File: src/rtl/down_timer_pkg.sv
// Shared definitions for the down timer: FSM state encoding.
package down_timer_pkg;
  typedef enum logic [1:0] {
    IDLE  = 2'd0,
    RUN   = 2'd1,
    PAUSE = 2'd2,
    DONE  = 2'd3
  } state_t;
endpackage

File: src/rtl/dcnt_core.sv
// Down-counter datapath: synchronous load, decrement that saturates at zero.
module dcnt_core #(
  parameter int WIDTH = 4
) (
  input  logic             clk,
  input  logic             rst,
  input  logic             load,
  input  logic [WIDTH-1:0] load_val,
  input  logic             dec,
  output logic [WIDTH-1:0] cnt
);

  // Load wins over decrement; a decrement at zero is a no-op, never a wrap.
  always_ff @(posedge clk or posedge rst) begin
    if (rst) begin
      cnt <= '0;
    end else if (load) begin
      cnt <= load_val;
    end else if (dec && (cnt != '0)) begin
      cnt <= cnt - WIDTH'(1);
    end
  end

endmodule

File: src/rtl/down_timer_ctrl.sv
// Down timer control FSM (IDLE/RUN/PAUSE/DONE) around dcnt_core.
// Define DOWN_TIMER_AUTO_RELOAD_EN to reload the last start value at terminal count.
module down_timer_ctrl
  import down_timer_pkg::*;
#(
  parameter int WIDTH = 4
) (
  input  logic             clk,
  input  logic             rst,
  input  logic             start_i,
  input  logic [WIDTH-1:0] load_val_i,
  input  logic             tick_i,
  input  logic             pause_i,
  input  logic             abort_i,
  output logic [WIDTH-1:0] cnt_o,
  output logic             busy_o,
  output logic             done_o,
  output state_t           state_o
);

  state_t           state_q, state_d;
  logic             done_q, done_d;
  logic             load, dec;
  logic [WIDTH-1:0] load_val;
  logic [WIDTH-1:0] cnt;

`ifdef DOWN_TIMER_AUTO_RELOAD_EN
  logic [WIDTH-1:0] reload_q;
  logic             start_acc;

  assign start_acc = start_i && !abort_i && ((state_q == IDLE) || (state_q == DONE));

  always_ff @(posedge clk or posedge rst) begin
    if (rst) begin
      reload_q <= '0;
    end else if (start_acc) begin
      reload_q <= load_val_i;
    end
  end
`endif

  dcnt_core #(.WIDTH(WIDTH)) u_core (
    .clk      (clk),
    .rst      (rst),
    .load     (load),
    .load_val (load_val),
    .dec      (dec),
    .cnt      (cnt)
  );

  always_ff @(posedge clk or posedge rst) begin
    if (rst) begin
      state_q <= IDLE;
      done_q  <= 1'b0;
    end else begin
      state_q <= state_d;
      done_q  <= done_d;
    end
  end

  // Abort overrides everything, including the terminal-count done pulse.
  always_comb begin
    state_d  = state_q;
    done_d   = 1'b0;
    load     = 1'b0;
    load_val = load_val_i;
    dec      = 1'b0;
    if (abort_i) begin
      state_d  = IDLE;
      load     = 1'b1;
      load_val = '0;
    end else begin
      case (state_q)
        IDLE, DONE: begin
          if (start_i) begin
            state_d = RUN;
            load    = 1'b1;
          end
        end
        RUN: begin
          if (pause_i) begin
            state_d = PAUSE;
          end else if (tick_i) begin
            if (cnt != '0) begin
              dec = 1'b1;
            end else begin
              done_d = 1'b1;
`ifdef DOWN_TIMER_AUTO_RELOAD_EN
              load     = 1'b1;
              load_val = reload_q;
`else
              state_d  = DONE;
`endif
            end
          end
        end
        PAUSE: begin
          // Resume edge only changes state; the count is untouched.
          if (!pause_i) state_d = RUN;
        end
        default: state_d = IDLE;
      endcase
    end
  end

  always_comb begin
    cnt_o   = cnt;
    busy_o  = (state_q == RUN) || (state_q == PAUSE);
    done_o  = done_q;
    state_o = state_q;
  end

endmodule

File: config.mk
export PLATFORM = sky130hd
export DESIGN_NAME = down_timer_ctrl
export DESIGN_NICKNAME = d
export VERILOG_FILES = /design/src/rtl/down_timer_pkg.sv /design/src/rtl/dcnt_core.sv /design/src/rtl/down_timer_ctrl.sv
export SDC_FILE = /design/constraint.sdc
export NUM_CORES = 1
export LEC_CHECK = 0
export CAP_MARGIN = 20
export CORE_MARGIN = 10
export CORE_UTILIZATION = 37
export DETAILED_ROUTE_END_ITERATION = 10
export GPL_TIMING_DRIVEN = 0
export HOLD_SLACK_MARGIN = 0.15
export PLACE_DENSITY = 0.75
export SETUP_SLACK_MARGIN = 0.02
export SYNTH_ARGS = -nofsm -noshare
export SYNTH_HDL_FRONTEND = slang
export SYNTH_SLANG_ARGS = --single-unit
File: constraint.sdc
create_clock -name clk -period 1.9 [get_ports clk]
set_clock_uncertainty 0.05 [all_clocks]
set_input_delay 0.57 -clock clk [delete_from_list [all_inputs] [get_ports clk]]
set_output_delay 0.57 -clock clk [all_outputs]
set_load 0.01 [all_outputs]
==> Yosys cells after proc, flatten, opt, wreduce, memory -nomap -nowiden <==
Cells that the tools add are included.
{ "word_totals": {"reg_bits": 7, "inputBits": 10, "output_inout_bits": 8, "wordCells": 41} }
{ "op_classes": {"addsub": 1, "eq_ne": 7, "n_mux": 23, "n_reduce_logical": 7} }
{ "op_table": {"columns": ["cell", "n"], "rows": [
  ["1-bit two-way mux", 13],
  ["2-bit two-way mux", 6],
  ["4-bit two-way mux", 3],
  ["4-bit != test, second input constant", 2],
  ["3-bit != test, second input constant", 2],
  ["2-bit one-hot mux with 3 select lines", 1],
  ["2-bit equality test, second input constant", 2],
  ["4-bit AND reduction", 1],
  ["4-bit nonzero test", 1],
  ["4-bit by 1-bit subtractor with 4-bit output, second input constant", 1],
  ["2-bit by 1-bit equality test with 1-bit output, second input constant", 1],
  ["2-bit zero test", 1],
  ["2-bit nonzero test", 1],
  ["2-bit OR reduction", 1],
  ["1-bit logical AND", 1],
  ["1-bit logical OR", 1]
]} }

==> Depth between registers and ports, before layout <==
{ "logic_depth": {"ltp_word": 9, "ltp_mapped": 6, "depth_no_buf": 6} }

==> Cells and area by module <==
From an unflattened synthesis, not the netlist that was laid out.
{ "hier_totals": {"hier_cells": 58, "area_unflattened_um2": 509.2} }
{ "modules_own_cells": {"columns": ["mod", "instances", "cells_per_inst", "area_each_um2", "seq_area_each_um2"], "rows": [
  ["down_timer_ctrl", 1, 30, 260.2, 75.1],
  ["dcnt_core", 1, 28, 249.0, 100.1]
]} }

==> Least setup slack after synthesis <==
Ideal clock, no wire load.
{ "synth_timing": {"path_type": "register to register", "from": "register state_q[1] (netlist: state_o[1])", "to": "register u_core.cnt[3]", "setup_time_ps": 66, "arrival_time_ps": 1837, "required_ps": 1784, "slack_ps": -53, "stages_incl_launch_ff": 7, "path_buffers": 0, "cell_sequence": "dfrtp_1 > inv_1 > ha_1 > nand4bb_4 > or4_1 > or4b_1 > nand2_1"} }
{ "synth_between": {"elab_chain_cells": 5} }
{ "synth_rtl": {"columns": ["element", "line", "text"], "rows": [
  ["start, declared", "down_timer_ctrl.sv:21", "state_t state_q, state_d;"],
  ["start signal, assigned", "down_timer_ctrl.sv:56", "state_q <= state_d;"],
  ["2-bit equality test, or another cell as far along", "down_timer_ctrl.sv:73", "case (state_q)"],
  ["2-bit OR reduction / 1-bit two-way mux (equally long branches)", "down_timer_ctrl.sv:73", null],
  ["1-bit two-way mux, on equally long branches", "down_timer_ctrl.sv:73, down_timer_ctrl.sv:68", null],
  ["1-bit two-way mux / 1-bit logical AND (equally long branches)", "down_timer_ctrl.sv:68, dcnt_core.sv:19", null],
  ["4-bit two-way mux / 2-bit nonzero test (equally long branches)", null, null],
  ["end signal, assigned", "dcnt_core.sv:18", "cnt <= load_val;"],
  ["end signal, assigned", "dcnt_core.sv:20", "cnt <= cnt - WIDTH'(1);"],
  ["end, declared", "dcnt_core.sv:10", "output logic [WIDTH-1:0] cnt"]
]} }
Several ways; a longest one is shown, not always the timed one.
A chain may end at the register's enable or synchronous reset.

==> Final worst setup path <==
Same ends and word-level chain as after synthesis.

==> metrics.txt <==
initial cell density of the core=roughly 39%; Post-synth EDFFs=0; most frequent cells in the layout=9 x clkdlybuf4s50_1, 5 x nor2_1, 5 x nand2_1, 5 x dfrtp_1, 4 x inv_1; Seq. cell area=roughly 180 µm²; Ports=18; post-synthesis sequential area ratio=a little over a third; Slowest Stage Delay on Critical Path=about 510 ps; Synth Instances=approximately 50; I/O Buffers=16; Cell Area, Placed=a little under 700 µm²; Ys Warns=0; overall routing resource usage=7.96%; r2r setup slk=-20 ps; Vias/cell=about 5.4; multi-input logic area=322 µm²; Detailed Routing Iterations Pass 1=4; Reg2Reg Depth=6; Root Driver=clkbuf_4; Tightest Pin Transition=around 380 ps; Crit. Startpoint=state_o[1]; Max Slew Vio Count=0; diode count=0; FILL cells=approximately 120; cell area power density=805 mW/mm²; Mapped Area=between 400 and 500 µm²; drt total wl=1230 µm; Hold Path Class=input port to flip-flop; pin count of the biggest net entering global routing=11; dpl hpwl=926 µm; via count=between 400 and 500; TritonCTS buffer count=3; die width=56.6 µm; Max-Cap Viols=0; LEAKAGE=roughly 0.37 nW; worst path arrival time=a little over 2000 ps; CP cell instances=inv_2 > ha_4 > nand4bb_4 > or4_4 > or4b_1 > nand2_1; final hold slack=between 400 and 500 ps; Tmin final=approximately 1900 ps; grt total ovfl=0; Fmax=~520 MHz; Top FF cell, synth=dfrtp_1; wire per inst=13.8 µm; Worst setup endpoint=u_core.cnt[3]; DR iter-0 viols=12; CTS clk-pin slew, worst paths=~50 ps; most common cell after layout, fill and taps aside=clkdlybuf4s50_1; Post-DRT Antenna Nets=0; syn_area_per_cell=9.72 µm²; CP required=around 2000 ps; synth unique cells=25; Worst Slack Setup Final=-23.2 ps; DRC=0; unrepaired setup endpoints after global routing=true; crit path launch type=flip-flop; ys async rst share=100%; WP buf/inv=1; WP depth=6; Setup CP Type=flip-flop to flip-flop; FF+latch count, synth=7; capturing point of the worst reg2reg path=u_core.cnt[3]; initial antenna violation count=0; Sum Neg Setup Slack=-23.2 ps; Slowest-stage cell, CP=or4b_1; vias in the first global route=between 400 and 500; routability cong.=between 0.7 and 0.8; CP top delay family=simple AND/OR/NAND/NOR gates; crit-path max FO=4; first-pass GRT wire length=about 2100 µm; buffer levels on the longest clock path=2; Slew HR=between 70% and 80%; syn_nets=64; CTS Hold Bufs=0; layout cells sized above 1=27.0%; area of the core=between 0.001 and 0.0015 mm²; # setup viols final=1; Die Y=approximately 57 µm; Final Hold Violating Endpoints=0; Clk Latency, worst-skew pair=approximately 250 ps; fin crit share=101%; Finished Cell Area=roughly 760 µm²; worst r2r src=state_o[1]; CP Capture Type=flip-flop; CTS tree=done; Core Util, Final=around three fifths; fin nets=88; VDD IR-drop max=0.435 mV; Sink Count=7; H-tree levels=1; failing checks=negative setup slack; Die Area=0.00320 mm²; P&R area growth vs syn=53.8%; outcome=complete, but fails checks; Row Count=13
how the worst min path moves through the flow:
stage / startpoint / end / slack (ps) / cells past startpoint
finish: abort_i / u_core.cnt[0] / 460 / 2
global route: abort_i / u_core.cnt[0] / 460 / 2
CTS: abort_i / state_o[1] / 460 / 2
detailed placement: u_core.cnt[3] / u_core.cnt[3] / 550 / 2
global placement: u_core.cnt[1] / u_core.cnt[1] / 540 / 2
floorplan: rst / done_o / 320 / 1
kinds of logic (layout without fill, tap and decap cells):
group,count (synthesis),in the layout,synth area share [%]
adders and majority gates,3,3,7.58
AOI/OAI and AO/OA,14,14,20.2
and+or+nand+nor,19,19,28.0
buffers and inverters,7,30,6.82
DFF,7,7,35.4
muxes,1,1,2.02
layer usage:
metal	routed length, µm	GRT usage (%)	up-vias	share of wire, %
met2	582	12.4	12	47
met1	518	8.31	226	42
met4	5	1.72	0	0.41
li1	-	-	238	-
met3	121	6.07	2	9.9
met5	0	0	-	0
cell type report:
type	instances	share of cell area [%]
Tap cell	15	2.46
Buffer	1	1.48
Timing Repair Buffer	19	24.1
Multi-Input combinational cell	37	42.2
Inverter	6	2.96
Clock buffer	4	3.45
Sequential cell	7	23.3
sequential cells by signal, summed over array words and instances, names as in the netlist:
register / count
u_core.cnt: 4
done_o: 1
state_o: 2
report_power, final:
group	leakage (nW)	internal [mW]	switching (mW)
sequential	0.0903	0.172	0.0257
combinational	0.263	0.148	0.137
clock	0.0150	0.0799	0.0514
total	0.368	0.400	0.214
timing repair:
item,4_1_cts,5_1_grt
hold endpoints to repair,0,0
setup endpoints to repair,4,8
pin swaps,2,0
gates resized for setup,13,7
setup buffers,3,0
metrics by stage:
| step | worst slack [ps] | power, mW | std cells |
|---|---|---|---|
| 2_1_floorplan | -52.7 | 0.347 | 51 |
| 6_report | -23.2 | 0.614 | 89 |
| 3_5_place_dp | -575 | 0.455 | 82 |
| 3_3_place_gp | -588 | 0.450 | 82 |
| 5_1_grt | -92.8 | 0.673 | 89 |
| 4_1_cts | -30.8 | 0.621 | 89 |
Yosys cell counts (2+ instances only):
library cell,count,share of area [%]
dfrtp_1,7,35
inv_1,6,4.5
nand2_1,5,3.8
nor2_1,5,3.8
ha_1,3,7.6
o21ai_0,3,3.0
a211oi_1,2,3.0
a21oi_1,2,2.0
a311oi_1,2,3.5
worst reg2reg max path, cell delays in order (launching register included):
cell and delay (ps):
dfrtp_2 440, inv_2 80, ha_4 150, nand4bb_4 130, or4_4 430, or4b_1 510
nand2_1 70
(Power assumes the default switching activity.)
